[src/rtl/dmem_arb_pkg.sv]
// -----------------------------------------------------------------------------
// dmem_arb_pkg
// Shared types for the data-memory port arbiter:
//   arb_state_e  - arbiter FSM state (pipeline-priority / locked loader burst)
//   rd_owner_e   - which requester owns the read data returning next cycle
//   mem_req_t    - one memory request as seen by the port mux
//   req_normalize- collapses a simultaneous read+write into a pure write
// -----------------------------------------------------------------------------
package dmem_arb_pkg;

    localparam int ARB_ADDR_W = 9;
    localparam int ARB_DATA_W = 32;

    typedef enum logic [0:0] {
        S_PIPE = 1'b0,
        S_LOAD = 1'b1
    } arb_state_e;

    typedef enum logic [1:0] {
        OWN_NONE = 2'd0,
        OWN_PIPE = 2'd1,
        OWN_LOAD = 2'd2
    } rd_owner_e;

    typedef struct packed {
        logic                  rd;
        logic                  wr;
        logic [ARB_ADDR_W-1:0] addr;
        logic [ARB_DATA_W-1:0] wdata;
        logic [2:0]            func3;
    } mem_req_t;

    // A request carrying both rd and wr is treated as a write only.
    function automatic mem_req_t req_normalize(input mem_req_t req);
        mem_req_t res;
        res    = req;
        res.rd = req.rd & ~req.wr;
        return res;
    endfunction

endpackage

[src/rtl/dmem_arbiter_sat_counter.sv]
// -----------------------------------------------------------------------------
// arb_sat_counter
// Saturating up-counter with clear, used for the loader wait and burst counts.
//   clk_i   - clock
//   rst_n_i - asynchronous active-low reset (count -> 0)
//   clr_i   - clear; together with inc_i the count restarts at 1
//   inc_i   - increment, holds at MAX once reached
//   cnt_o   - current count
// -----------------------------------------------------------------------------
module arb_sat_counter #(
    parameter int          WIDTH = 4,
    parameter int unsigned MAX   = 4
) (
    input  logic             clk_i,
    input  logic             rst_n_i,
    input  logic             clr_i,
    input  logic             inc_i,
    output logic [WIDTH-1:0] cnt_o
);

    localparam logic [WIDTH-1:0] CNT_MAX = WIDTH'(MAX);
    localparam logic [WIDTH-1:0] CNT_ONE = WIDTH'(1);

    logic [WIDTH-1:0] cnt_q;
    logic [WIDTH-1:0] cnt_d;

    // Next count: clear+inc starts a new run at 1, otherwise saturating increment.
    always_comb begin
        cnt_d = cnt_q;
        if (clr_i && inc_i) begin
            cnt_d = CNT_ONE;
        end else if (clr_i) begin
            cnt_d = '0;
        end else if (inc_i && (cnt_q < CNT_MAX)) begin
            cnt_d = cnt_q + CNT_ONE;
        end else begin
            cnt_d = cnt_q;
        end
    end

    // Count register.
    always_ff @(posedge clk_i or negedge rst_n_i) begin
        if (!rst_n_i) begin
            cnt_q <= '0;
        end else begin
            cnt_q <= cnt_d;
        end
    end

    assign cnt_o = cnt_q;

endmodule

[src/rtl/dmem_arbiter.sv]
// -----------------------------------------------------------------------------
// dmem_arbiter
// Shares the single data-memory port between the pipeline MEM stage and the
// debug/program loader. The pipeline has priority; a starvation counter forces
// the loader in after MAX_WAIT denied cycles, and locked loader bursts are
// capped at MAX_BURST beats.
// Ports:
//   clk, reset           - clock, asynchronous active-low reset
//   p_rd/p_wr/p_addr/p_wdata/p_func3 - pipeline request
//   p_stall, p_rdata     - pipeline not granted / read data (cycle after grant)
//   l_req/l_we/l_lock/l_addr/l_wdata/l_func3 - loader request
//   l_gnt, l_rvalid, l_rdata - loader beat accepted / read return
//   m_rd/m_wr/m_addr/m_wdata/m_func3 - memory port, m_rdata - memory read data
// -----------------------------------------------------------------------------
module dmem_arbiter
    import dmem_arb_pkg::*;
#(
    parameter int DM_ADDRESS = ARB_ADDR_W,
    parameter int DATA_W     = ARB_DATA_W,
    parameter int MAX_WAIT   = 4,
    parameter int MAX_BURST  = 8
) (
    input  logic                  clk,
    input  logic                  reset,
    input  logic                  p_rd,
    input  logic                  p_wr,
    input  logic [DM_ADDRESS-1:0] p_addr,
    input  logic [DATA_W-1:0]     p_wdata,
    input  logic [2:0]            p_func3,
    output logic                  p_stall,
    output logic [DATA_W-1:0]     p_rdata,
    input  logic                  l_req,
    input  logic                  l_we,
    input  logic                  l_lock,
    input  logic [DM_ADDRESS-1:0] l_addr,
    input  logic [DATA_W-1:0]     l_wdata,
    input  logic [2:0]            l_func3,
    output logic                  l_gnt,
    output logic                  l_rvalid,
    output logic [DATA_W-1:0]     l_rdata,
    output logic                  m_rd,
    output logic                  m_wr,
    output logic [DM_ADDRESS-1:0] m_addr,
    output logic [DATA_W-1:0]     m_wdata,
    output logic [2:0]            m_func3,
    input  logic [DATA_W-1:0]     m_rdata
);

    localparam int WAIT_W = $clog2(MAX_WAIT + 1);
    localparam int BEAT_W = $clog2(MAX_BURST + 1);
    localparam logic [WAIT_W-1:0] WAIT_MAX = WAIT_W'(MAX_WAIT);
    localparam logic [BEAT_W-1:0] BEAT_MAX = BEAT_W'(MAX_BURST);

    arb_state_e  state_q;
    arb_state_e  state_d;
    rd_owner_e   rd_owner_q;
    rd_owner_e   rd_owner_d;

    logic [WAIT_W-1:0] wait_cnt_s;
    logic [BEAT_W-1:0] beat_cnt_s;

    logic     pipe_req_s;
    logic     burst_cont_s;
    logic     burst_end_s;
    logic     gnt_p_s;
    logic     gnt_l_s;
    mem_req_t p_req_s;
    mem_req_t l_req_s;
    mem_req_t sel_s;

    assign pipe_req_s   = p_rd | p_wr;
    // A locked burst keeps the port while it stays under the beat cap.
    assign burst_cont_s = (state_q == S_LOAD) && l_req && l_lock && (beat_cnt_s < BEAT_MAX);
    // A burst that ran to the cap must yield to a waiting pipeline request.
    assign burst_end_s  = (state_q == S_LOAD) && (beat_cnt_s == BEAT_MAX);

    // Grant decision from current state, counters and requests.
    always_comb begin
        gnt_p_s = 1'b0;
        gnt_l_s = 1'b0;
        if (burst_cont_s) begin
            gnt_l_s = 1'b1;
        end else if (l_req && (wait_cnt_s == WAIT_MAX) && !(burst_end_s && pipe_req_s)) begin
            gnt_l_s = 1'b1;
        end else if (pipe_req_s) begin
            gnt_p_s = 1'b1;
        end else if (l_req && !(burst_end_s && pipe_req_s)) begin
            gnt_l_s = 1'b1;
        end else begin
            gnt_p_s = 1'b0;
            gnt_l_s = 1'b0;
        end
    end

    // Next state and owner of the read data returning next cycle.
    always_comb begin
        state_d = (gnt_l_s && l_lock) ? S_LOAD : S_PIPE;
        if (gnt_l_s && !l_we) begin
            rd_owner_d = OWN_LOAD;
        end else if (gnt_p_s && p_rd && !p_wr) begin
            rd_owner_d = OWN_PIPE;
        end else begin
            rd_owner_d = OWN_NONE;
        end
    end

    // Arbiter FSM and read-owner register.
    always_ff @(posedge clk or negedge reset) begin
        if (!reset) begin
            state_q    <= S_PIPE;
            rd_owner_q <= OWN_NONE;
        end else begin
            state_q    <= state_d;
            rd_owner_q <= rd_owner_d;
        end
    end

    // Denied loader cycles; cleared on a loader grant or when the loader is idle.
    arb_sat_counter #(
        .WIDTH (WAIT_W),
        .MAX   (MAX_WAIT)
    ) u_wait_cnt (
        .clk_i   (clk),
        .rst_n_i (reset),
        .clr_i   (gnt_l_s | ~l_req),
        .inc_i   (l_req & ~gnt_l_s),
        .cnt_o   (wait_cnt_s)
    );

    // Locked beats in the current burst; a fresh locked grant restarts at 1.
    arb_sat_counter #(
        .WIDTH (BEAT_W),
        .MAX   (MAX_BURST)
    ) u_beat_cnt (
        .clk_i   (clk),
        .rst_n_i (reset),
        .clr_i   (~burst_cont_s),
        .inc_i   (gnt_l_s & l_lock),
        .cnt_o   (beat_cnt_s)
    );

    // Memory port mux; with no grant the pipeline request is presented with enables low.
    always_comb begin
        p_req_s = req_normalize(mem_req_t'{rd: p_rd, wr: p_wr, addr: p_addr,
                                           wdata: p_wdata, func3: p_func3});
        l_req_s = mem_req_t'{rd: ~l_we, wr: l_we, addr: l_addr,
                             wdata: l_wdata, func3: l_func3};
        if (gnt_l_s) begin
            sel_s = l_req_s;
        end else begin
            sel_s = p_req_s;
        end
        m_rd    = (gnt_p_s | gnt_l_s) & sel_s.rd;
        m_wr    = (gnt_p_s | gnt_l_s) & sel_s.wr;
        m_addr  = sel_s.addr;
        m_wdata = sel_s.wdata;
        m_func3 = sel_s.func3;
        p_stall = pipe_req_s & ~gnt_p_s;
        l_gnt   = gnt_l_s;
    end

    // Route the returning read data to its owner only.
    always_comb begin
        p_rdata  = '0;
        l_rdata  = '0;
        l_rvalid = 1'b0;
        case (rd_owner_q)
            OWN_PIPE: begin
                p_rdata = m_rdata;
            end
            OWN_LOAD: begin
                l_rdata  = m_rdata;
                l_rvalid = 1'b1;
            end
            default: begin
                p_rdata  = '0;
                l_rdata  = '0;
                l_rvalid = 1'b0;
            end
        endcase
    end

endmodule

[config.mk]
export PLATFORM = sky130hd
export DESIGN_NAME = dmem_arbiter
export DESIGN_NICKNAME = d
export VERILOG_FILES = /design/src/rtl/dmem_arb_pkg.sv /design/src/rtl/dmem_arbiter_sat_counter.sv /design/src/rtl/dmem_arbiter.sv
export SDC_FILE = /design/constraint.sdc
export NUM_CORES = 1
export LEC_CHECK = 0
export CAP_MARGIN = 20
export CORE_AREA = 2 2 93 95
export DETAILED_ROUTE_END_ITERATION = 12
export DIE_AREA = 0 0 95 97
export PLACE_DENSITY = 0.7
export SLEW_MARGIN = 10
export SYNTH_ARGS = -nofsm -noshare
export SYNTH_HDL_FRONTEND = slang
export SYNTH_HIERARCHICAL = 1
export SYNTH_SLANG_ARGS = --single-unit
[constraint.sdc]
create_clock -name clk -period 3.1 [get_ports clk]
set_clock_uncertainty 0.1 [all_clocks]
set_input_delay 0.62 -clock clk [delete_from_list [all_inputs] [get_ports clk]]
set_output_delay 0.62 -clock clk [all_outputs]
set_load 0.01 [all_outputs]
# ---- After elaboration in Yosys (flattened, before gate mapping)
# Index checks and enable logic that the tools add are counted.
dict set report op_classes {
  addsub 2
  multipliers 0
  div 0
  n_lt_le_gt_ge 2
  n_eq_ne 5
  n_shift 0
  mux 20
  n_bitwise 15
  reduce_logical 20
}
# cell n
set ops {}
lappend ops {{$mux 32} 2}
lappend ops {{$mux 46} 1}
lappend ops {{$logic_and 1x1->1} 16}
lappend ops {{$mux 4} 3}
lappend ops {{$mux 1} 10}
lappend ops {{$mux 3} 3}
lappend ops {{$and 1x1->1} 6}
lappend ops {{$not 1->1} 6}
lappend ops {{$add 4x1->4 const B} 1}
lappend ops {{$eq 4x4->1 const B} 1}
lappend ops {{$lt 4x4->1 const B} 1}
lappend ops {{$add 3x1->3 const B} 1}
lappend ops {{$eq 3x3->1 const B} 1}
lappend ops {{$logic_not 1->1} 3}
lappend ops {{$lt 3x3->1 const B} 1}
lappend ops {{$ne 3x1->1 const B} 1}
lappend ops {{$or 1x1->1} 3}
lappend ops {{$reduce_bool 3->1} 1}
lappend ops {{$eq 2x1->1 const B} 1}
lappend ops {{$eq 2x2->1 const B} 1}
lappend ops {{$mux 2} 1}
dict set report totals {
  reg_bits 10
  latchBits 0
  mem_bits_rw 0
  rom_bits 0
  input_bits 127
  out_inout_bits 113
  wordCells 68
  mem_count 0
}

# ---- Longest topological paths before layout
dict set report logic_depth {
  depth_word 15
  mapped_depth 9
  depth_no_buf 7
}

# ---- Hierarchy
# The synthesis kept the hierarchy.
# mod instances cells_per_inst area_per_inst_um2 seq_area_each_um2
set by_module_without_submodules {}
lappend by_module_without_submodules {dmem_arbiter 1 146 1261.2 75.1}
lappend by_module_without_submodules {{arb_sat_counter at u_beat_cnt} 1 17 187.7 100.1}
lappend by_module_without_submodules {{arb_sat_counter at u_wait_cnt} 1 13 147.6 75.1}

# ---- Worst setup path before layout
# No wires, ideal clock.
dict set report synth_timing {
  kind {input to output}
  start {input p_rd}
  end {output m_addr[3]}
  arrival_ps 1767
  required_ps 2380
  path_slack_ps 613
  cell_stages 6
  n_path_buf 2
  cell_sequence {or2_2 > o21ai_1 > a21o_2 > buf_6 > buf_6 > mux2_4}
}
dict set report synth_via {
  elab_chain_cells 9
  word_cells_on_any_way 10
  classes_between {mux (5); bitwise (1); reduce/logical (4)}
}
# item line_no
set synth_rtl {}
lappend synth_rtl {{start, declared} dmem_arbiter.sv:25} ;# input logic p_rd,
lappend synth_rtl {{$or 1x1->1 *} dmem_arbiter.sv:71} ;# assign pipe_req_s = p_rd | p_wr;
lappend synth_rtl {{$logic_and 1x1->1} {dmem_arbiter.sv:83, dmem_arbiter.sv:87}}
lappend synth_rtl {{$logic_not 1->1} {dmem_arbiter.sv:83, dmem_arbiter.sv:87}}
lappend synth_rtl {{$logic_and 1x1->1} dmem_arbiter.sv:87} ;# end else if (l_req && !(burst_end_s && pipe_req_s)) begin
lappend synth_rtl {{$mux 1} dmem_arbiter.sv:87}
lappend synth_rtl {{$mux 1} dmem_arbiter.sv:85} ;# end else if (pipe_req_s) begin
lappend synth_rtl {{$mux 1 *} dmem_arbiter.sv:83} ;# end else if (l_req && (wait_cnt_s == WAIT_MAX) && !(burst_end_s && pipe_req_s)) begin
lappend synth_rtl {{$mux 1 *} dmem_arbiter.sv:81} ;# if (burst_cont_s) begin
lappend synth_rtl {{via l_gnt} dmem_arbiter.sv:38} ;# output logic l_gnt,
lappend synth_rtl {{$mux 46 *} dmem_arbiter.sv:148} ;# if (gnt_l_s) begin
lappend synth_rtl {{end, declared} dmem_arbiter.sv:43} ;# output logic [DM_ADDRESS-1:0] m_addr,
# Mark *: on every way through the listed nets, which the timed path passes. The rest lies on a longest branch.

# ---- Final worst setup path
dict set report layout_timing {
  start {input p_rd}
  end {output m_wdata[10]}
}
dict set report layout_via {
  elab_chain_cells 9
  word_cells_on_any_way 10
  classes_between {mux (5); bitwise (1); reduce/logical (4)}
}
# item line_no
set layout_rtl {}
lappend layout_rtl {{$or 1x1->1 *} dmem_arbiter.sv:71}
lappend layout_rtl {{$logic_and 1x1->1} {dmem_arbiter.sv:83, dmem_arbiter.sv:87}}
lappend layout_rtl {{$logic_not 1->1} {dmem_arbiter.sv:83, dmem_arbiter.sv:87}}
lappend layout_rtl {{$logic_and 1x1->1} dmem_arbiter.sv:87}
lappend layout_rtl {{$mux 1} dmem_arbiter.sv:87}
lappend layout_rtl {{$mux 1} dmem_arbiter.sv:85}
lappend layout_rtl {{$mux 1 *} dmem_arbiter.sv:83}
lappend layout_rtl {{$mux 1 *} dmem_arbiter.sv:81}
lappend layout_rtl {{$mux 46 *} dmem_arbiter.sv:148}
lappend layout_rtl {{end, declared} dmem_arbiter.sv:44} ;# output logic [DATA_W-1:0] m_wdata,
# Every way passes the cells marked *; elsewhere a longest branch is shown, timed or not.

==> qor.yml <==
run_status: "finished clean"
placedInstanceArea_um2: 4168
timing_worst_slew_pin_value_ns: 0.4629
design_area_um2: 4461
port_buffer_cells: 239
layout-drive-gt1-share_pct: 23.48
worstPathArrival_ns: 2.36
wire_length_of_the_first_global_routing_pass_um: 12540
power.leakage_nw: 1.882
route.detailed.drc: 0
synth.cell_area_um2: 1597
timing.rr.end: "u_wait_cnt/cnt_o[0]$_DFFE_PN0P_"
layout-area-overhead-vs-synth_pct: 179.4
cts-buffers-inserted: 3
ys_seq_elements: 10
post-synth-top-count-cell: "sky130_fd_sc_hd__and2_1"
chipWidth_um: 95
routedLengthMet1_um: 2850
num-nets-final: 573
route.detailed.vias_per_inst: 4.367
drt-total-wl_um: 8481
yosys_warnings: 6
setup_viol: 0
num-fill-cells: 752
antenna_violating_nets_post_route: 0
cp-end-kind: "output pin"
dr.first_iter.drc_count: 29
cp-endpoint: "m_wdata[10]"
timing.slew.headroom_pct: 68.70
cp_data_required_time_ns: 2.38
final.period_utilization_pct: 99.29
final-max-slew-violation-count: 0
cts.htree.levels: 1
setup_ws_ns: 0.02214
cts.reportedPaths.clkPinSlew_ns: 0.05
cell_count_after_synthesis: 176
regToRegStartpoint: "u_wait_cnt/cnt_o[0]$_DFFE_PN0P_"
insertion_delay_ns: 0.24
hold_class: "flip-flop to flip-flop"
worstRegToRegCells: 12
total_half_perimeter_wirelength_after_legalization_and_detailed_placement_um: 6806
first_global_vias: 2568
insertedDiodeCount: 0
metal2_wl_um: 4522
library_cell_with_the_largest_summed_area_after_synthesis: "sky130_fd_sc_hd__and2_1"
ff2ff_setup_slack_ns: 0.69
combined_global_route_utilization_of_all_metal_layers_pct: 17.07
cts_tree: "yes"
synth.lib_cells_used.distinct: 34
synth_nets: 305
finalCriticalPeriod_ns: 3.078
initial_core_util_pct: 19.63
top_level_ports: 240
netlist_top_cells_count: "sky130_fd_sc_hd__and2_1, sky130_fd_sc_hd__mux2_2, sky130_fd_sc_hd__mux2_4"
place_ws_ns: -0.3739
met3WireLength_um: 971
clkSinkCount: 10
grt_start_max_net_pins: 34
path_class: "input port to output pin"
grt_antenna_before_repair: 0
max-vdd-ir-drop_uv: 168.2
cts_root_buffer: "sky130_fd_sc_hd__clkbuf_8"
power_density_nw_per_um2: 180.3
highest-signal-layer: "met4"
critical_path.startpoint: "p_rd"
cts_hold_buffers: 0
maxClockFrequency_mhz: 324.9
synth_area_leaders: "sky130_fd_sc_hd__and2_1, sky130_fd_sc_hd__mux2_2, sky130_fd_sc_hd__dfrtp_1, sky130_fd_sc_hd__mux2_4, sky130_fd_sc_hd__nor2_1"
grt.overflow.total: 0
worstSetupStartpointType: "input port"
most_common_flop_cell_mapped_by_yosys: "sky130_fd_sc_hd__dfrtp_1"
ys_seq_area_share_pct: 15.67
synth_edf_count: 0
path_max_fanout: 9
syn_area_per_cell_um2: 9.071
max_capacitance_violation_count: 0
hold_depth: 2
die_height_um: 97
detail_route.first_pass.iterations: 4
die-area_um2: 9215
num_rows: 33
routed_wire_length_per_instance_um: 15.48
core-area_um2: 8134
synth-async-reset-ratio_pct: 100.0
num_vias: 2393
gpl.final_weighted_congestion: 0.8313
totalPowerFinal_w: 0.0008043
cts_buffer_depth: 2
final_report_hold_violation_count: 0
yosys.area.top_type_share_pct: 25.47
stage by stage:
stage                     TNS [ns]  utilization (%)  cells  hold slack [ns]
final                            0            54.84    548           0.4807
after global routing      -0.01342            54.84    548           0.5165
after CTS                        0            54.87    548           0.4892
after detailed placement    -15.31            51.24    522           0.4741
after global placement      -14.68            51.24    522           0.4341
after floorplan                  0                -    176           0.2244
final cells by class:
class	count	area, um^2	share of cell area (%)
timing repair buffer	274	2726	61.12
multi-input combinational	154	1294	29.00
sequential	10	250.2	5.610
tap	105	131.4	2.945
clock buffer	4	55.05	1.234
inverter	1	3.754	0.08415
power breakdown:
part	leakage, nW	internal [W]	switching, W	total (W)
Sequential	0.135	0.000136	0.00000546	0.000142
Combinational	1.72	0.000339	0.000159	0.000498
Clock	0.0288	0.000112	0.0000524	0.000164
Total	1.88	0.000587	0.000217	0.000804
registers in the layout (all words and copies together), names as in the netlist:
signal and cells:
rd_owner_q 2, state_q 1, u_beat_cnt/cnt_o 4, u_wait_cnt/cnt_o 3
layout by cell type, fill, tap and decap left out, drive strengths merged, types with 2 or more instances in the layout:
cell	n
clkdlybuf4s50	188
and2	65
buf	46
mux2	44
dlygate4sd2	20
clkdlybuf4s15	18
dfrtp	10
nor2	8
nor2b	5
clkbuf	5
nand2b	3
nand2	2
o21ai	2
nand3	2
mux2i	2
ha	2
a21oi	2
nor3	2
nor3b	2
a41oi	2
per-layer routing:
layer / vias up / track usage, %
met2: 169 / 33.61
met4: 0 / 4.125
met3: 12 / 5.062
met5: - / 0
met1: 1075 / 16.88
li1: 1137 / -
repair_timing:
item	CTS	global route
endpoints found under the setup margin	48	23
resized for setup	121	11
buffers inserted	18	1
hold endpoints to repair	0	0
pin swaps	3	3
gates cloned	4	0
kinds of logic (layout without fill, tap and decap cells):
| kind of cell | Yosys count | after routing | share of synthesized area [%] |
|---|---|---|---|
| mux | 46 | 46 | 36.05 |
| fa+ha+maj | 2 | 2 | 1.567 |
| simple gates | 94 | 94 | 36.44 |
| flops | 10 | 10 | 15.67 |
| xor+xnor | 1 | 1 | 0.5487 |
| buf+inv | 12 | 279 | 4.936 |
| compound gates | 11 | 11 | 4.782 |
how the worst min path moves through the flow:
| stage | from | endpoint | slack (ns) |
|---|---|---|---|
| after floorplan | reset | rd_owner_q[0]$_DFF_PN0_ | 0.22 |
| after global placement | u_wait_cnt/cnt_o[1]$_DFFE_PN0P_ | u_wait_cnt/cnt_o[1]$_DFFE_PN0P_ | 0.43 |
| after detailed placement | u_wait_cnt/cnt_o[1]$_DFFE_PN0P_ | u_wait_cnt/cnt_o[1]$_DFFE_PN0P_ | 0.47 |
| after CTS | u_wait_cnt/cnt_o[1]$_DFFE_PN0P_ | u_wait_cnt/cnt_o[1]$_DFFE_PN0P_ | 0.49 |
| after global routing | u_wait_cnt/cnt_o[0]$_DFFE_PN0P_ | u_wait_cnt/cnt_o[0]$_DFFE_PN0P_ | 0.52 |
| final | u_wait_cnt/cnt_o[1]$_DFFE_PN0P_ | u_wait_cnt/cnt_o[1]$_DFFE_PN0P_ | 0.48 |
worst max-delay path, stage by stage:
cell and delay [ns]:
sky130_fd_sc_hd__dlygate4sd2_1 0.26, sky130_fd_sc_hd__or2_4 0.26, sky130_fd_sc_hd__o21ai_1 0.08, sky130_fd_sc_hd__a21o_2 0.18, sky130_fd_sc_hd__buf_4 0.12, sky130_fd_sc_hd__buf_4 0.10
sky130_fd_sc_hd__buf_6 0.13, sky130_fd_sc_hd__mux2_2 0.33, sky130_fd_sc_hd__dlygate4sd2_1 0.28
Note: power is estimated with default switching activity, not from simulation.
